$ cat config.mk
export PLATFORM = sky130hd
export DESIGN_NAME = filtro_secuenciador
export DESIGN_NICKNAME = d
export VERILOG_FILES = /design/src/rtl/filtro_secuenciador.sv
export SDC_FILE = /design/constraint.sdc
export NUM_CORES = 1
export LEC_CHECK = 0
export ABC_AREA = 1
export BUFFER_PORTS_ARGS = -buffer_cell sky130_fd_sc_hd__buf_2
export CELL_PAD_IN_SITES_DETAIL_PLACEMENT = 0
export CELL_PAD_IN_SITES_GLOBAL_PLACEMENT = 1
export CORE_MARGIN = 2
export CORE_UTILIZATION = 23
export CTS_CLUSTER_SIZE = 40
export DETAILED_ROUTE_END_ITERATION = 10
export PLACE_DENSITY_LB_ADDON = 0.1
export SYNTH_ARGS = -nofsm -noshare
export SYNTH_HDL_FRONTEND = slang
export SYNTH_SLANG_ARGS = --single-unit
$ cat constraint.sdc
create_clock -name CLK -period 2.58 [get_ports CLK]
set_clock_uncertainty 0.1 [all_clocks]
set_input_delay 0.258 -clock CLK [delete_from_list [all_inputs] [get_ports CLK]]
set_output_delay 0.258 -clock CLK [all_outputs]
set_load 0.01 [all_outputs]
$ cat src/rtl/filtro_secuenciador.sv
// Sample-rate sequencer for the HP/LP filter cascade: ADC handshake in, one-cycle
// cascade Enable, fixed-latency settle, DAC handshake out, plus drop and transfer counters.
module filtro_secuenciador #(
  parameter int W   = 25,
  parameter int LAT = 2
) (
  input  logic                CLK,
  input  logic                Reset,
  input  logic                Run,
  input  logic                clr_status,
  input  logic                adc_valid,
  input  logic signed [W-1:0] adc_data,
  output logic                adc_ready,
  output logic                Enable,
  output logic signed [W-1:0] u_filt,
  input  logic signed [W-1:0] y_filt,
  output logic                dac_valid,
  output logic signed [W-1:0] dac_data,
  input  logic                dac_ready,
  output logic                busy,
  output logic                overrun,
  output logic [7:0]          drop_cnt,
  output logic [15:0]         sample_cnt
);

  typedef enum logic [2:0] {IDLE, ACQ, STEP, SETTLE, OUT} state_t;

  localparam logic [3:0] SETTLE_LOAD = 4'(LAT - 1);

  state_t     state;
  state_t     state_next;
  logic [3:0] settle_cnt;
  logic       accept;
  logic       capture;
  logic       transfer;
  logic       drop;

  // NOTE: every signal written in this block is given a default first, so no
  // branch leaves one unassigned and no latch is inferred.
  always_comb begin
    state_next = state;
    accept     = 1'b0;
    capture    = 1'b0;
    transfer   = 1'b0;
    case (state)
      IDLE: begin
        if (Run) state_next = ACQ;
      end
      ACQ: begin
        if (adc_valid) begin
          accept     = 1'b1;
          state_next = STEP;
        end else if (!Run) begin
          state_next = IDLE;
        end
      end
      STEP: begin
        state_next = SETTLE;
      end
      SETTLE: begin
        if (settle_cnt == 4'd0) begin
          capture    = 1'b1;
          state_next = OUT;
        end
      end
      OUT: begin
        if (dac_ready) begin
          transfer   = 1'b1;
          state_next = Run ? ACQ : IDLE;
        end
      end
      default: begin
        state_next = IDLE;
      end
    endcase
  end

  // A sample offered while we cannot take it counts as lost only while running.
  assign drop = adc_valid && !adc_ready && Run;

  // NOTE: sequential state uses non-blocking assignments so every flop samples
  // the pre-edge values and they all update together.
  always_ff @(posedge CLK or posedge Reset) begin
    if (Reset) begin
      state      <= IDLE;
      settle_cnt <= 4'd0;
      adc_ready  <= 1'b0;
      Enable     <= 1'b0;
      dac_valid  <= 1'b0;
      busy       <= 1'b0;
      u_filt     <= '0;
      dac_data   <= '0;
      overrun    <= 1'b0;
      drop_cnt   <= 8'd0;
      sample_cnt <= 16'd0;
    end else begin
      state <= state_next;

      // Strobes are registered decodes of the next state, so they track the state flop exactly.
      adc_ready <= (state_next == ACQ);
      Enable    <= (state_next == STEP);
      dac_valid <= (state_next == OUT);
      busy      <= (state_next != IDLE);

      if (state == STEP) begin
        settle_cnt <= SETTLE_LOAD;
      end else if (state == SETTLE && settle_cnt != 4'd0) begin
        settle_cnt <= settle_cnt - 4'd1;
      end

      if (accept)   u_filt     <= adc_data;
      if (capture)  dac_data   <= y_filt;
      if (transfer) sample_cnt <= sample_cnt + 16'd1;

      // A drop on the same edge as a clear wins: the clear zeroes, the drop then counts one.
      if (drop) begin
        overrun <= 1'b1;
        if (clr_status)             drop_cnt <= 8'd1;
        else if (drop_cnt != 8'd255) drop_cnt <= drop_cnt + 8'd1;
      end else if (clr_status) begin
        overrun  <= 1'b0;
        drop_cnt <= 8'd0;
      end
    end
  end

endmodule

==> results of run 1 <==
## logic make-up after synthesis
group,share of synthesized area [%]
flops,56.78
simple gates,32.42
fa+ha+maj,0.9905
compound gates,2.410
xor+xnor,1.849
buf+inv,5.546
## worst max-delay path by stage
stage                       to  slack [ps]     startpoint  depth (start not counted)
floorplan               Enable         0.2          Reset                          1
global placement          busy         810  settle_cnt[0]                          5
detailed placement        busy         820  settle_cnt[0]                          5
global route        u_filt[22]         700       state[2]                          8
finish                    busy         860  settle_cnt[0]                          5
CTS                       busy         820  settle_cnt[0]                          5
## cell type report
type                       count  area, µm²  area share (%)
timing repair buffer         163      960.9           18.24
sequential                    86       2152           40.86
clock buffer                  12      266.5           5.059
tap                          216      270.3           5.131
multi-input combinational    322       1428           27.10
clock inverter                 3      42.54          0.8076
inverter                      39      147.6           2.803
## metrics by stage
step	worst slack, ps	util [%]	cell area (µm²)
final	862.6	32.92	5268
after global routing	703.5	32.92	5268
after CTS	818.5	32.92	5268
after detailed placement	816.0	29.49	4718
after global placement	808.3	29.49	4718
after floorplan	0.1512	-	3790
## sequential cells by signal, indices dropped and copies added (netlist names)
register    flops
sample_cnt     16
Enable          1
u_filt         25
settle_cnt      4
adc_ready       1
overrun         1
dac_valid       1
state           3
dac_data       25
drop_cnt        8
busy            1
## report_power, final
| group | total, mW | internal, mW | leakage [nW] | switching (mW) |
|---|---|---|---|---|
| combinational | 1.66 | 0.653 | 1.68 | 1.00 |
| sequential | 2.10 | 1.83 | 1.09 | 0.268 |
| clock | 1.36 | 0.823 | 0.151 | 0.533 |
| total | 5.11 | 3.31 | 2.93 | 1.81 |
## placed cells by master, fill, tap and decap left out, types with 2 or more instances in the layout
cell           instances
dlygate4sd3_1         24
ha_1                   3
nor2_1                26
buf_4                  4
nor3_1                 2
clkbuf_16              9
o21ai_1                2
nor2_4                 2
nand4_1                8
nand2_1              230
clkinv_2               2
xnor2_1                4
nand2_2                2
clkbuf_8               3
nor2_2                 3
dfrtp_1               86
inv_2                  4
o21ai_0                9
xor2_1                 4
nand3_1               13
buf_2                134
a21oi_1                3
inv_1                 34
nor3_4                 2
nand3_2                3
## metal layers
layer | track usage, % | part of all wire (%) | vias up | wire, µm
met4 | 5.376 | 1.8 | 0 | 180
met2 | 18.05 | 42 | 104 | 4261
met5 | 0 | 0 | - | 0
met1 | 16.26 | 49 | 1471 | 4943
li1 | - | - | 1729 | -
met3 | 3.806 | 7.2 | 10 | 723
## timing repair
| item | in CTS | in global routing |
|---|---|---|
| endpoints found under the hold margin | 52 | 0 |
| hold buffers | 24 | 0 |
| setup endpoints to repair | 0 | 0 |
## critical path, delay by kind of cell, from the launching register on
kind | cells | cell delay, ps
flip-flops | 1 | 380
buffers and inverters | 1 | 90
AND/OR/NAND/NOR | 2 | 370
adder cells (fa/ha/maj) | 1 | 170
AO/OA/AOI/OAI | 1 | 450
==> impl_metrics.env, run 1 <==
export IMPL_antenna_found_initial=0
export IMPL_cp_arrival_ps=1790
export IMPL_r2r_worst_path_cells=5
export IMPL_ios=135
export IMPL_crit_path_top_delay_cell="a21boi_0"
export IMPL_path_cells="inv_1, ha_1, nand3_1, a21boi_0, nand4_1"
export IMPL_syn_inst=456
export IMPL_max_vdd_ir_drop_v=0.0003659
export IMPL_grt_pass1_wl_um=17060
export IMPL_synth_nets=515
export IMPL_grt_ovfl_total=0
export IMPL_yosysMostFrequentCell="nand2_1"
export IMPL_power_per_cell_area_nw_per_um2=970.5
export IMPL_tightest_slew_ps=570.6
export IMPL_grt_max_degree=34
export IMPL_clock_latency_ps=340
export IMPL_yosys_most_used_dff="dfrtp_1"
export IMPL_maxSlewViolCount=0
export IMPL_die_x_um=132.4
export IMPL_clock_fmax_mhz=582.3
export IMPL_synth_seq_cells=86
export IMPL_place_congestion=0.7583
export IMPL_outcome="complete, no violations"
export IMPL_synth_area_leaders="dfrtp_1 (57%), nand2_1 (23%), inv_1 (3.5%)"
export IMPL_htreeDepth=3
export IMPL_hold_path_startpoint="adc_data[16]"
export IMPL_routed_wirelength_um=10110
export IMPL_stdcell_count=841
export IMPL_clock_sinks=86
export IMPL_power_total_mw=5.112
export IMPL_cts_resized=0
export IMPL_finalSetupViolCount=0
export IMPL_cap_violations=0
export IMPL_fin_tns_setup_ps=0
export IMPL_drtIter0Drc=209
export IMPL_post_place_cells=802
export IMPL_holdWs_ps=19.83
export IMPL_finalHoldViolations=0
export IMPL_r2r_start="settle_cnt[0]"
export IMPL_die_area_um2=17520
export IMPL_yosys_top_cells_count="nand2_1 (230), dfrtp_1 (86), inv_1 (35)"
export IMPL_clock_path_buffers=2
export IMPL_r2r_slack_ps=860
export IMPL_final_period_utilization_pct=66.56
export IMPL_synth_edf_count=0
export IMPL_final_nets=680
export IMPL_r2r_end="busy"
export IMPL_viasPerCell=3.941
export IMPL_grt_total_usage_pct=12.16
export IMPL_cts_tree="built"
export IMPL_vias=3314
export IMPL_grt_pass1_vias=3315
export IMPL_postSynth_asyncResetShare_pct=100.0
export IMPL_path_class="flop to flop"
export IMPL_row_count=46
export IMPL_die_h_um=132.4
export IMPL_ys_seq_area_share_pct=56.78
export IMPL_critical_path_max_stage_delay_ps=450
export IMPL_hold_depth=3
export IMPL_ant_nets=0
export IMPL_rsz0062_at_grt="false"
export IMPL_start_util_pct=23.69
export IMPL_post_cts_setup_buffers=0
export IMPL_numCtsBuffers=9
export IMPL_area_growth_pct=38.99
export IMPL_yosys_area_top_type="dfrtp_1"
export IMPL_crit_path_max_fanout=4
export IMPL_core_area_um2=16000
export IMPL_wire_per_inst_um=12.02
export IMPL_ys_warn_count=0
export IMPL_antennaDiodeCount=0
export IMPL_synth_cell_types=27
export IMPL_hp_class="input pin to flop"
export IMPL_slew_headroom_pct=61.91
export IMPL_total_leakage_power_nw=2.925
export IMPL_nFillCells=1729
export IMPL_drtPass1Iterations=4
export IMPL_port_buffers=134
export IMPL_startpoint_type="flop"
export IMPL_endpoint_kind="flop"
export IMPL_cts_root_buf="clkbuf_16"
export IMPL_clk_pin_slew_worst_paths_ps=60
export IMPL_layout_drive_gt1_share_pct=27.68
export IMPL_syn_area_um2=3790
export IMPL_avgSynthCellArea_um2=8.311
export IMPL_worstPathRequired_ps=2660
export IMPL_drc=0
export IMPL_hpwlAfterDp_um=7308
export IMPL_hold_path_end="u_filt[16]"
export IMPL_synth_top_cell_area_share_pct=56.78
export IMPL_timing_final_crit_period_ps=1717
Power figures use the tool's default switching activity.
==> run 2, diff against run 1 <==
==> constraint.sdc (replaced) <==
create_clock -name CLK -period 1.7 [get_ports CLK]
set_clock_uncertainty 0.1 [all_clocks]
set_input_delay 0.17 -clock CLK [delete_from_list [all_inputs] [get_ports CLK]]
set_output_delay 0.17 -clock CLK [all_outputs]
set_load 0.01 [all_outputs]
==> run 2 against run 1 <==
Net effect: sequential power is 51% higher; via count is 7.5% higher; routed wire length grew 5.5%; sequential share of layout area down 2.5 points; first-iteration DRC count decreased by 47%; critical endpoint is now drop_cnt[6]; setup slack got worse by 690 ps; flip-flop and latch count stayed put; clock-buffer cell count did not move.
==> impl_metrics.env, run 2 (same netlist as run 1, synthesis figures left out) <==
export IMPL_clockPowerShare_pct=25.0
export IMPL_row_count=46
export IMPL_htreeDepth=3
export IMPL_clk_pin_slew_worst_paths_ps=60
export IMPL_grt_ovfl_total=0
export IMPL_die_h_um=132.4
export IMPL_crit_top_cell="nand2_1"
export IMPL_hold_path_startpoint="clr_status"
export IMPL_path_cells="dlygate4sd3_1, buf_2, nand2_1, nor2_2, inv_1, nand2_1, nand2_2, a21oi_1, nor2_1"
export IMPL_ios=135
export IMPL_cts_tree="built"
export IMPL_drc=0
export IMPL_clock_latency_ps=340
export IMPL_grt_total_usage_pct=12.85
export IMPL_place_congestion=0.7567
export IMPL_final_nets=716
export IMPL_grt_max_degree=50
export IMPL_hp_class="input pin to flop"
export IMPL_clock_sinks=86
export IMPL_cp_top_family="buffers and inverters"
export IMPL_finalSetupViolCount=0
export IMPL_startpoint_type="input pin"
export IMPL_die_x_um=132.4
export IMPL_core_area_um2=16000
export IMPL_antenna_found_initial=0
export IMPL_cap_violations=0
export IMPL_layout_drive_gt1_share_pct=27.49
export IMPL_slew_headroom_pct=70.70
export IMPL_grt_pass1_wl_um=18060
export IMPL_port_buffers=134
export IMPL_cp_arrival_ps=1660
export IMPL_dpl_instance_area_um2=4793
export IMPL_p_int_mw=5.016
export IMPL_grt_pass1_vias=3629
export IMPL_drtIter0Drc=110
export IMPL_final_period_utilization_pct=90.00
export IMPL_crit_start="Run"
export IMPL_numCtsBuffers=9
export IMPL_antennaDiodeCount=0
export IMPL_routed_wirelength_um=10670
export IMPL_endpoint_kind="flop"
export IMPL_cts_root_buf="clkbuf_16"
export IMPL_vias=3564
export IMPL_p_sw_mw=2.789
export IMPL_mostFrequentLayoutCell="nand2_1"
export IMPL_combPwrFrac_pct=34.4
export IMPL_cp_num_buf_inv=3
export IMPL_drtPass1Iterations=4
export IMPL_r2r_start="state[0]"
export IMPL_wire_per_inst_um=12.15
export IMPL_timing_final_crit_period_ps=1530
export IMPL_area_growth_pct=48.04
export IMPL_outcome="complete, no violations"
export IMPL_finalHoldViolations=0
export IMPL_fin_tns_setup_ps=0
export IMPL_power_per_cell_area_nw_per_um2=1391
export IMPL_top_regs="dac_data x25, u_filt x25, sample_cnt x16"
export IMPL_postLayoutCellArea_um2=5610
export IMPL_viasPerCell=4.059
export IMPL_path_class="input pin to flop"
export IMPL_post_cts_setup_buffers=0
export IMPL_rsz0062_at_grt="false"
export IMPL_p_sw_share_pct=35.74
export IMPL_die_area_um2=17520
export IMPL_max_vdd_ir_drop_v=0.0005217
export IMPL_total_leakage_power_nw=3.070
export IMPL_crit_path_top_delay_cell="dlygate4sd3_1"
export IMPL_ant_nets=0
export IMPL_worstPathRequired_ps=1830
export IMPL_maxSlewViolCount=0
export IMPL_p_seq_share_pct=40.6
export IMPL_final_cell_mix="nand2_1 (229), buf_2 (134), dfrtp_1 (86)"
export IMPL_critical_path_max_stage_delay_ps=530
export IMPL_tightest_slew_ps=438.9
export IMPL_hpwlAfterDp_um=7523
export IMPL_crit_path_max_fanout=7
export IMPL_clock_path_buffers=2
export IMPL_start_util_pct=23.69
export IMPL_clock_fmax_mhz=653.6
## run 2: cell types whose count changed in the layout (fill, tap and decap cells not counted), sizes merged
cell / delta
dlygate4sd3: +28
buf: +8
clkinvlp: +1
## run 2: path summary, 6_finish.rpt
kind,end,slack (ps),depth (start not counted)
min in group asynchronous,overrun,210,3
min,drop_cnt[0],60,3
max reg2reg,sample_cnt[11],170,6
max in group asynchronous,u_filt[14],770,4
min reg2reg,dac_data[13],370,2
max,drop_cnt[6],170,9
## run 2: cell type report
cell class	count	area, µm²
clock inverters	4	47.55
multi-input cells	322	1438
well taps	216	270.3
repair buffers	199	1314
fillers	1730	10390
flip-flops and latches	86	2152
inverters	39	152.6
clock buffers	12	236.5
## run 2: routing by layer
layer  vias to the layer above  GRT usage (%)  routed length [µm]
met5                         -              0                   0
met4                         0          5.257                 205
met3                        16          4.268                 723
met2                       123          20.52                4895
met1                      1623          15.97                4844
li1                       1802              -                   -
## run 2: per-stage QoR
stage                     setup WS, ps  cells  utilization [%]  hold WS [ps]  power, mW
after global routing             12.14    878            35.06         62.75      8.478
after floorplan                  229.7    456                -         179.6      4.678
after CTS                        28.16    878            34.99         30.30      7.963
after detailed placement         122.7    810            29.96         23.39      5.835
final                            170.1    878            35.06         55.14      7.805
after global placement           146.4    810            29.96         23.73      5.816
## run 2: tightest hold or removal path, stage by stage
cell and delay, ps:
buf_2 120, o211ai_1 80, o21ai_1 80
## run 2: what timing repair did
action,CTS,global route
gates resized for setup,0,6
setup endpoints to repair,0,30
hold buffers,52,0
hold endpoints to repair,137,0
## run 2: power groups by stage
stage	registers [mW]	logic (mW)	clock network, mW
after floorplan	3.51	1.16	0
after global routing	3.27	3.08	2.13
after CTS	3.17	2.73	2.06
final	3.17	2.69	1.95
after global placement	3.17	2.64	0
after detailed placement	3.18	2.65	0
==> run 3, diff against run 2 <==
--- a/config.mk
+++ b/config.mk
@@ -6,13 +6,13 @@
 export NUM_CORES = 1
 export LEC_CHECK = 0
 export ABC_AREA = 1
-export BUFFER_PORTS_ARGS = -buffer_cell sky130_fd_sc_hd__buf_2
 export CELL_PAD_IN_SITES_DETAIL_PLACEMENT = 0
 export CELL_PAD_IN_SITES_GLOBAL_PLACEMENT = 1
 export CORE_MARGIN = 2
 export CORE_UTILIZATION = 23
 export CTS_CLUSTER_SIZE = 40
 export DETAILED_ROUTE_END_ITERATION = 10
+export DONT_BUFFER_PORTS = 1
 export PLACE_DENSITY_LB_ADDON = 0.1
 export SYNTH_ARGS = -nofsm -noshare
 export SYNTH_HDL_FRONTEND = slang
==> run 3 against run 2 <==
Net effect: critical path depth is 4 lower; utilization down 3.2 points; setup slack got worse by 12 ps; combinational power shrank 37%; clock-buffer cell count is 3 lower; routed wire length down 4.4%; hold slack worse by 21 ps; via count shrank 13%; flip-flop and latch count unchanged; global-route usage fell by 0.63 points; highest routed layer unchanged; largest cell class unchanged; non-clock buffer count shrank 116.
==> impl_metrics.env, run 3 (same netlist as run 1, synthesis figures left out) <==
export IMPL_ios=135
export IMPL_critical_path_max_stage_delay_ps=390
export IMPL_crit_path_top_delay_cell="dfrtp_1"
export IMPL_mostFrequentLayoutCell="nand2_1"
export IMPL_final_cell_mix="nand2_1 (230), dfrtp_1 (86), dlygate4sd3_1 (53)"
export IMPL_crit_path_max_fanout=7
export IMPL_die_area_um2=17520
export IMPL_worstPathRequired_ps=1870
export IMPL_cp_num_buf_inv=1
export IMPL_cap_violations=0
export IMPL_path_cells="nor2_2, nand3_4, nor3_4, buf_4, xor2_1"
export IMPL_outcome="complete, no violations"
export IMPL_rsz0062_at_grt="false"
export IMPL_antenna_found_initial=0
export IMPL_row_count=46
export IMPL_cp_top_family="simple AND/OR/NAND/NOR gates"
export IMPL_grt_pass1_wl_um=16930
export IMPL_grt_max_degree=37
export IMPL_max_vdd_ir_drop_v=0.0005743
export IMPL_start_util_pct=23.69
export IMPL_clock_latency_ps=340
export IMPL_grt_pass1_vias=3175
export IMPL_drtIter0Drc=90
export IMPL_port_buffers=0
export IMPL_finalHoldViolations=0
export IMPL_clock_sinks=86
export IMPL_final_nets=600
export IMPL_drc=0
export IMPL_startpoint_type="flop"
export IMPL_endpoint_kind="flop"
export IMPL_wire_per_inst_um=13.38
export IMPL_hp_class="input pin to flop"
export IMPL_ant_nets=0
export IMPL_fin_tns_setup_ps=0
export IMPL_layout_drive_gt1_share_pct=11.90
export IMPL_path_class="flop to flop"
export IMPL_cp_arrival_ps=1710
export IMPL_finalSetupViolCount=0
export IMPL_drtPass1Iterations=4
export IMPL_routed_wirelength_um=10200
export IMPL_numCtsBuffers=9
export IMPL_top_regs="dac_data x25, u_filt x25, sample_cnt x16"
export IMPL_die_x_um=132.4
export IMPL_maxSlewViolCount=0
export IMPL_final_period_utilization_pct=90.68
export IMPL_viasPerCell=4.084
export IMPL_clk_pin_slew_worst_paths_ps=70
export IMPL_cts_root_buf="clkbuf_16"
export IMPL_grt_ovfl_total=0
export IMPL_slew_headroom_pct=63.93
export IMPL_power_per_cell_area_nw_per_um2=1446
export IMPL_post_route_util_pct=31.84
export IMPL_clock_fmax_mhz=648.7
export IMPL_cts_tree="built"
export IMPL_total_leakage_power_nw=2.576
export IMPL_htreeDepth=3
export IMPL_place_congestion=0.7255
export IMPL_grt_total_usage_pct=12.22
export IMPL_core_area_um2=16000
export IMPL_vias=3112
export IMPL_area_growth_pct=34.43
export IMPL_tightest_slew_ps=539.8
export IMPL_hpwlAfterDp_um=7185
export IMPL_power_total_mw=7.369
export IMPL_die_h_um=132.4
export IMPL_antennaDiodeCount=0
export IMPL_timing_final_crit_period_ps=1542
export IMPL_clock_path_buffers=2
[run 3: path summary, 6_finish.rpt]
check | endpoint | slack (ps) | from | cells past startpoint
worst max-delay path | sample_cnt[5] | 160 | state[0] | 5
max in group asynchronous | u_filt[4] | 700 | Reset | 3
worst min register to register | settle_cnt[1] | 400 | settle_cnt[1] | 2
worst min-delay path | busy | 30 | dac_ready | 3
worst max register to register | sample_cnt[5] | 160 | state[0] | 5
min in group asynchronous | drop_cnt[5] | 250 | Reset | 2
[run 3: timing repair]
item,4_1_cts,5_1_grt
gates resized for setup,0,1
hold buffers,53,0
buffers inserted,0,4
setup endpoints to repair,0,2
hold endpoints to repair,77,0
[run 3: final cells by class]
type,count,area [µm²]
timing repair buffer,83,780.7
clock inverter,7,81.33
inverter,39,150.1
clock buffer,9,225.2
multi-input combinational,322,1435
tap,216,270.3
fill,1693,10910
sequential,86,2152
[run 3: worst register-to-register path: stages (launching register included)]
cell and delay, ps:
dfrtp_1 390, nor2_2 200, nand3_4 150, nor3_4 330, buf_4 170, xor2_1 130
[run 3: metal layers]
layer | GRT usage, % | vias to the layer above | wire (µm)
met3 | 4.921 | 11 | 910
met4 | 4.480 | 0 | 151
met2 | 19.20 | 110 | 4587
met1 | 15.13 | 1424 | 4547
li1 | - | 1567 | -
met5 | 0 | - | 0
[run 3: report_power, final]
part / internal (mW) / total, mW / leakage (nW) / switching, mW
logic: 0.686 / 1.70 / 1.34 / 1.01
registers: 2.78 / 3.61 / 1.09 / 0.829
clock network: 1.16 / 2.06 / 0.141 / 0.901
total: 4.63 / 7.37 / 2.58 / 2.74
[run 3: through the flow]
stage / cell area [µm²] / instances / setup slack (ps) / hold WS, ps
after floorplan: 3794 / 456 / 229.7 / 179.6
after global placement: 4220 / 689 / 73.38 / 23.92
after detailed placement: 4220 / 689 / 62.20 / 20.53
after CTS: 5057 / 758 / 39.89 / 30.29
after global routing: 5095 / 762 / 0.3078 / 44.86
final: 5095 / 762 / 158.5 / 34.35
